<file path="src/rtl/noc_vc_output_arbiter.sv">
// Round-robin VC output arbiter with per-VC downstream credit tracking.
// Optional counters enabled by NOC_ARB_STATS_EN (stat_flits, stat_stall).
module noc_vc_output_arbiter #(
  parameter int DATA_WIDTH = 32,
  parameter int NUM_VC     = 4,
  parameter int CREDITS    = 4
) (
  input  logic                         clk,
  input  logic                         rst_n,
  input  logic [NUM_VC-1:0]            vc_empty,
  input  logic [NUM_VC*DATA_WIDTH-1:0] vc_rd_data,
  output logic [NUM_VC-1:0]            vc_rd_en,
  output logic                         out_valid,
  output logic [DATA_WIDTH-1:0]        out_data,
  output logic [1:0]                   out_vc,
  input  logic [NUM_VC-1:0]            credit_in,
  output logic                         credit_err,
  output logic [4*NUM_VC-1:0]          credit_cnt
`ifdef NOC_ARB_STATS_EN
  ,
  output logic [31:0]                  stat_flits,
  output logic [31:0]                  stat_stall
`endif
);

  localparam logic [3:0] CRED_MAX = 4'(CREDITS);

  logic [3:0]        credit [NUM_VC];
  logic [NUM_VC-1:0] elig;
  logic [NUM_VC-1:0] ovf;
  logic [1:0]        rr_ptr;
  logic [1:0]        gnt_idx;
  logic              gnt_vld;

  // Eligibility is forced low during reset so no pop escapes.
  always_comb begin
    elig = '0;
    for (int i = 0; i < NUM_VC; i++) begin
      elig[i] = rst_n && !vc_empty[i] && (credit[i] != 4'd0);
    end
  end

  always_comb begin
    logic [1:0] idx;
    idx     = '0;
    gnt_vld = 1'b0;
    gnt_idx = '0;
    for (int k = 0; k < NUM_VC; k++) begin
      idx = 2'((int'(rr_ptr) + k) % NUM_VC);
      if (!gnt_vld && elig[idx]) begin
        gnt_vld = 1'b1;
        gnt_idx = idx;
      end
    end
  end

  always_comb begin
    vc_rd_en = '0;
    if (gnt_vld) vc_rd_en[gnt_idx] = 1'b1;
  end

  always_ff @(posedge clk or negedge rst_n) begin
    if (!rst_n) begin
      rr_ptr <= '0;
    end else if (gnt_vld) begin
      rr_ptr <= 2'((int'(gnt_idx) + 1) % NUM_VC);
    end
  end

  always_ff @(posedge clk or negedge rst_n) begin
    if (!rst_n) begin
      out_valid <= 1'b0;
      out_data  <= '0;
      out_vc    <= '0;
    end else begin
      out_valid <= gnt_vld;
      if (gnt_vld) begin
        out_data <= vc_rd_data[int'(gnt_idx)*DATA_WIDTH +: DATA_WIDTH];
        out_vc   <= gnt_idx;
      end
    end
  end

  for (genvar i = 0; i < NUM_VC; i++) begin : g_cred
    logic snd;
    logic ret;

    assign snd = vc_rd_en[i];
    assign ret = credit_in[i];
    assign ovf[i] = ret && !snd && (credit[i] == CRED_MAX);
    assign credit_cnt[4*i +: 4] = credit[i];

    always_ff @(posedge clk or negedge rst_n) begin
      if (!rst_n) begin
        credit[i] <= CRED_MAX;
      end else if (snd && !ret) begin
        credit[i] <= credit[i] - 4'd1;
      end else if (ret && !snd && !ovf[i]) begin
        credit[i] <= credit[i] + 4'd1;
      end
    end
  end

  always_ff @(posedge clk or negedge rst_n) begin
    if (!rst_n) begin
      credit_err <= 1'b0;
    end else if (|ovf) begin
      credit_err <= 1'b1;
    end
  end

`ifdef NOC_ARB_STATS_EN
  logic starve;

  // Data waiting but every non-empty VC is out of credit.
  assign starve = (|(~vc_empty)) && !(|elig);

  always_ff @(posedge clk or negedge rst_n) begin
    if (!rst_n) begin
      stat_flits <= '0;
      stat_stall <= '0;
    end else begin
      if (gnt_vld) stat_flits <= stat_flits + 32'd1;
      if (starve)  stat_stall <= stat_stall + 32'd1;
    end
  end
`endif

endmodule

</file>
<file path="config.mk">
export PLATFORM = sky130hd
export DESIGN_NAME = noc_vc_output_arbiter
export DESIGN_NICKNAME = d
export VERILOG_FILES = /design/src/rtl/noc_vc_output_arbiter.sv
export SDC_FILE = /design/constraint.sdc
export NUM_CORES = 1
export LEC_CHECK = 0
export CORE_MARGIN = 4
export CORE_UTILIZATION = 41
export DETAILED_ROUTE_END_ITERATION = 12
export PLACE_DENSITY = 0.82
export SYNTH_ARGS = -nofsm -noshare
export SYNTH_HDL_FRONTEND = slang
export SYNTH_SLANG_ARGS = --single-unit
</file>
<file path="constraint.sdc">
create_clock -name clk -period 3.9 [get_ports clk]
set_clock_uncertainty 0.2 [all_clocks]
set_input_delay 0.39 -clock clk [delete_from_list [all_inputs] [get_ports clk]]
set_output_delay 0.39 -clock clk [all_outputs]
set_load 0.01 [all_outputs]
</file>
# --- Word-level counts from Yosys, hierarchy flattened ---
# Cells that the tools add are included.
totals:
  ff_bits: 54
  latchBits: 0
  mem_bits_rw: 0
  romBits: 0
  in_bits: 138
  out_inout_bits: 56
  elab_cells: 115
  n_memories: 0
classes:
  addsub: 12
  multipliers: 0
  div_mod_pow: 0
  order_cmp: 6
  eq_ne: 4
  shifts: 1
  mux: 27
  n_bitwise: 0
  reduce_logical: 56
ops:
  columns: ["op", "count"]
  rows:
  - ["$shiftx 128x8->32", 1]
  - ["$mux 4", 9]
  - ["$logic_and 1x1->1", 28]
  - ["$logic_not 1->1", 19]
  - ["$add 4x1->4 const B", 4]
  - ["$eq 4x3->1 const B", 4]
  - ["$reduce_bool 4->1", 4]
  - ["$sub 4x1->4 const B", 4]
  - ["$lt 2x3->1 const B", 5]
  - ["$mux 1", 9]
  - ["$bmux 1 s2", 4]
  - ["$mux 2", 4]
  - ["$reduce_bool 2->1", 4]
  - ["$add 2x1->2 const B", 2]
  - ["$add 2x2->2 const B", 2]
  - ["$reduce_or 4->1", 1]
  - ["$demux 1 s2", 1]
  - ["$ge 2x1->1 const B", 1]

# --- Longest topological paths before layout ---
depth:
  word_depth: 27
  ltp_mapped: 15
  depth_no_buf: 13

# --- Least setup slack after synthesis ---
# OpenSTA, ideal clock, no wires.
synth_timing:
  path_kind: "reg2reg"
  startpoint: "reg credit, in the netlist credit_cnt[5]"
  endpoint: "reg credit, in the netlist credit_cnt[11]"
  setup_time_ps: 126
  t_arrival_ps: 2971
  required_time_ps: 3574
  path_slack_ps: 603
  stages_incl_launch_ff: 14
  n_path_buf: 1
  synth_period_minus_slack_ps: 3297
  path_cell_list: "dfrtp_1 nor4_1 or2_2 buf_6 a21oi_1 o32ai_2 nand2b_1 inv_1 ha_1 a21o_1 a21o_1 nor2_1 mux2i_1 a221o_1"
synth_between:
  elab_chain_cells: 25
  word_cells_on_any_way: 38
  cone_classes: "2 x order compare; 20 x mux; 16 x reduce/logical"
synth_rtl:
  columns: ["item", "line", "rtl"]
  rows:
  - ["from (decl)", "28", "logic [3:0] credit [NUM_VC];"]
  - ["from (signal, indexed assignment)", "97", "credit[i] <= credit[i] - 4'd1;"]
  - ["from (signal, indexed assignment)", "99", "credit[i] <= credit[i] + 4'd1;"]
  - ["$reduce_bool 4->1 (*)", "39", "elig[i] = rst_n && !vc_empty[i] && (credit[i] != 4'd0);"]
  - ["$logic_and 1x1->1 (*)", "39", null]
  - ["$bmux 1 s2", "50", "if (!gnt_vld && elig[idx]) begin"]
  - ["$mux 1 (not written as such)", "50", null]
  - ["$mux 1", "50", null]
  - ["$logic_not 1->1", "50", null]
  - ["$logic_and 1x1->1", "50", null]
  - ["$mux 1", "50", null]
  - ["[10 not listed]", null, null]
  - ["$mux 4 (*)", "59", "if (gnt_vld) vc_rd_en[gnt_idx] = 1'b1;"]
  - ["net vc_rd_en[2]", "12", "output logic [NUM_VC-1:0] vc_rd_en,"]
  - ["$logic_not 1->1", "90, 98", null]
  - ["$logic_and 1x1->1", "90, 98", null]
  - ["$logic_and 1x1->1", "90", "assign ovf[i] = ret && !snd && (credit[i] == CRED_MAX);"]
  - ["$logic_not 1->1", "98", "end else if (ret && !snd && !ovf[i]) begin"]
  - ["$logic_and 1x1->1", "98", null]
  - ["$reduce_bool 2->1 (no line)", null, null]
# Mark *: on every way through the listed nets, which the timed path passes. The rest lies on a longest branch. The select of a mux whose other input is x is not followed.
# A chain may end at the register's enable or synchronous reset.

# --- Worst setup path after layout ---
layout_timing:
  startpoint: "in rst_n"
  endpoint: "reg credit, in the netlist credit_cnt[7]"
layout_between:
  elab_chain_cells: 25
  word_cells_on_any_way: 44
  cone_classes: "2 x order compare; 20 x mux; 22 x reduce/logical"
layout_rtl:
  columns: ["item", "line", "rtl"]
  rows:
  - ["from (decl)", "9", "input logic rst_n,"]
  - ["$logic_and 1x1->1 (2 in series)", "39", null]
  - ["$bmux 1 s2", "50", null]
  - ["$mux 1 (not written as such)", "50", null]
  - ["$mux 1", "50", null]
  - ["$logic_not 1->1", "50", null]
  - ["$logic_and 1x1->1", "50", null]
  - ["$mux 1", "50", null]
  - ["$logic_not 1->1", "50", null]
  - ["[8 not listed]", null, null]
  - ["$demux 1 s2", "59", null]
  - ["$mux 4 (*)", "59", null]
  - ["$logic_not 1->1", "90, 98", null]
  - ["$logic_and 1x1->1", "90, 98", null]
  - ["$logic_and 1x1->1", "90", null]
  - ["$logic_not 1->1", "98", null]
  - ["$logic_and 1x1->1", "98", null]
  - ["$reduce_bool 2->1 (no line)", null, null]
# Every way passes the cells marked *; elsewhere a longest branch is shown, timed or not. The select of a mux whose other input is x is not followed.

==> out/qor.csv <==
stage,metric,value,unit
status,outcome,"complete, no violations",
die,die_w,104.3,µm
finish,postLayoutCoreUtil,67.14,%
global_route,met2_usage,40.27,%
synthesis,syn-num-nets,530,
routing,drt_iter0_drc,171,
global_route,grt_pass1_vias,3990,
clock_network,cts_tree,built,
synthesis,syn_area_per_cell,10.01,µm²
synthesis,netlist_top_cells_count,"dfrtp_1 (50), mux2i_1 (42), nor2_1 (29)",
timing,holdWs,262.7,ps
setup_path,reg2reg_to,credit_cnt[7]$_DFFE_PN0P_,
timing,tightest_slew,550.6,ps
timing,min_period,3681,ps
setup_path,critPathMaxFanout,15,
clock_network,root_buffer,clkbuf_8,
power,leakage,2.547,nW
synthesis,synth_largest_area_cell,dfrtp_1,
setup_path,crit_path_start_kind,primary input,
global_route,grt_max_degree,41,
routing,viasPerCell,5.667,
timing,hold_viol_final,0,
setup_path,worst-r2r-setup-slack,370,ps
setup_path,path_buf_inv,4,
timing,relSlewSlack,62.98,%
die,coreArea,8891,µm²
die,ios,194,
routing,wirelength,13330,µm
finish,drive_gt1_share,12.72,%
global_route,grt_busiest_layer,met2,
routing,dr.pass1.iters,4,
flow_run,drv_cap,0,
synthesis,synth_ff_type,dfrtp_1,
global_route,use_met3,6.021,%
clock_network,post-cts-setup-buffers,0,
routing,wire_per_inst,19.55,µm
timing,finalMaxSlewViolations,0,
setup_path,slowest_delay,530,ps
clock_network,clockBufferDepth,2,
die,start_util,42.78,%
synthesis,synth_edf_count,0,
power,ir_drop,0.0003769,V
synthesis,syn_area,3804,µm²
power,powerDensity,633.9,nW/µm²
synthesis,syn_inst,380,
timing,setup_viol,0,
global_route,grt_pass1_wl,20890,µm
routing,drc,0,
finish,area_growth,56.94,%
clock_network,clk_latency,310,ps
clock_network,cts.htree.levels,2,
placement,hpwl,10240,µm
setup_path,arrival,3720,ps
synthesis,synth_seq_cells,54,
synthesis,yosysMostFrequentCell,dfrtp_1,
finish,fillCellCount,733,
die,fp.dieH,104.3,µm
setup_path,crit_required,3940,ps
setup_path,critPathTopFamily,compound AO/OA/AOI/OAI gates,
placement,io_buffer_count,193,
finish,antenna-diode-count,0,
routing,ant_nets,0,
setup_path,r2r-start,credit_cnt[0]$_DFFE_PN0P_,
synthesis,async_flop_share,100.0,%
timing,fin_setup_tns,0,ps
global_route,grtUsageTotal,23.33,%
setup_path,ff2ff_path_depth,13,
routing,vias,3865,
synthesis,ys_types,64,
timing,rsz0062_at_grt,false,
finish,fin_nets,723,
synthesis,synth.area.top_cells,"dfrtp_1 (33%), mux2i_1 (11%), mux2_2 (6.5%), a221o_1 (4.2%), a221oi_1 (3.2%)",
die,die-area,10880,µm²
global_route,antenna_found_initial,0,
clock_network,numCtsBuffers,5,
setup_path,worstPathCellList,"dlygate4sd3_1, buf_4, nand2b_1, or2_1, o31a_1, o211ai_1, inv_2, nand2b_1, inv_1, ha_1, a21o_2, a21oi_1, nand4b_1, o32ai_1, xor2_1",
clock_network,path_clk_slew,110,ps
die,fp-row-count,34,
setup_path,cpMaxStageDelayCell,dlygate4sd3_1,
synthesis,ys_seq_area_share,35.66,%
setup_path,critPathKind,primary input to flip-flop,
placement,gp_congestion,0.8590,
global_route,grt_overflow,0,
synthesis,synth_top_area_share,32.89,%
timing,fmax,0.2717,GHz
setup_path,worst_path_most_repeated_cell,nand2b_1,
synthesis,ys_warn_count,0,
power,p_total,3.784,mW
setup_path,end_kind,flip-flop,
timing,setup_ws,219.5,ps
timing,period_share,94.37,%
global_route,grt_use_met1,28.59,%
min_path,hp-class,primary input to asynchronous set/reset pin,
placement,dpl_worst_slack,165.7,ps
clock_network,clock_sinks,54,
-- metrics by stage --
stage / instances / instance area [µm²]
floorplan: 380 / 3804
global placement: 673 / 5839
detailed placement: 673 / 5839
CTS: 682 / 5962
global route: 682 / 5969
finish: 682 / 5969
-- layout make-up --
class / count / area, µm² / area share (%)
well taps: 108 / 135.1 / 2.264
clock buffers: 5 / 68.82 / 1.153
repair buffers: 209 / 2052 / 34.37
flip-flops and latches: 54 / 1356 / 22.72
multi-input cells: 287 / 2253 / 37.75
inverters: 16 / 60.06 / 1.006
clock inverters: 3 / 43.79 / 0.7336
-- worst max-delay path by stage --
stage                                             to  slack, ps                 startpoint  depth (start not counted)
after floorplan           credit_cnt[11]$_DFFE_PN0P_        600  credit_cnt[5]$_DFFE_PN0P_                         13
after detailed placement   credit_cnt[7]$_DFFE_PN0P_        170                vc_empty[2]                         14
after global routing       credit_cnt[7]$_DFFE_PN0P_          2                      rst_n                         15
final                      credit_cnt[7]$_DFFE_PN0P_        220                      rst_n                         15
after global placement     credit_cnt[7]$_DFFE_PN0P_        340                vc_empty[2]                         14
after CTS                  credit_cnt[7]$_DFFE_PN0P_         50                      rst_n                         15
-- routing by layer --
layer | part of all wire [%] | up-vias
met1 | 41 | 1871
li1 | - | 1810
met3 | 6.7 | 25
met2 | 50 | 159
met5 | 0 | -
met4 | 2.5 | 0
-- worst reg2reg max path, stage by stage, from the launching register on --
cell,delay [ps]
dfrtp_1,450
nor4_2,540
nor3_1,190
o31a_1,340
o211ai_1,290
inv_2,110
nand2b_1,130
inv_1,80
ha_1,260
a21o_2,210
a21oi_1,180
nand4b_1,120
o32ai_1,160
xor2_1,180
-- cell families after synthesis --
family,after synthesis,share of synthesized area (%)
buffers and inverters,39,5.361
DFF,54,35.66
and+or+nand+nor,104,14.84
adders and majority gates,12,4.737
xor gates and xnor gates,9,2.072
muxes,64,17.57
AOI/OAI and AO/OA,98,19.77
-- cell usage in the layout (no fill, tap or decap), types with 3 or more instances in the layout --
master,instances
clkbuf_8,5
nor4_1,3
inv_1,14
nand2b_1,7
xnor2_1,8
mux2_2,22
o21ai_0,19
ha_1,8
a21o_1,5
a221o_1,16
nand3_1,21
clkdlybuf4s50_1,192
mux2i_1,42
dfrtp_1,50
nor3_1,3
buf_4,16
fa_1,4
or2_2,3
nor2_2,3
a21oi_1,21
nor3b_1,4
a221oi_2,4
dfstp_2,4
nand2_1,14
nor2_1,27
a221oi_1,14
-- registers in the layout (all words and copies together), names as in the netlist --
register and flops:
out_valid 1, credit_err 1, credit_cnt 16, out_data 32, out_vc 2, rr_ptr 2
-- power by group --
| group | total, mW | leakage, nW | internal (mW) | switching, mW |
|---|---|---|---|---|
| clock network | 0.393 | 0.0585 | 0.193 | 0.200 |
| logic | 2.27 | 1.86 | 1.22 | 1.05 |
| registers | 1.12 | 0.624 | 0.855 | 0.263 |
| total | 3.78 | 2.55 | 2.27 | 1.52 |
-- timing repair --
item                       4_1_cts  5_1_grt
hold buffers                     1        0
setup endpoints to repair        0        3
hold endpoints to repair         7        0
gates resized for setup          0        4
Note: power is estimated with default switching activity, not from simulation.
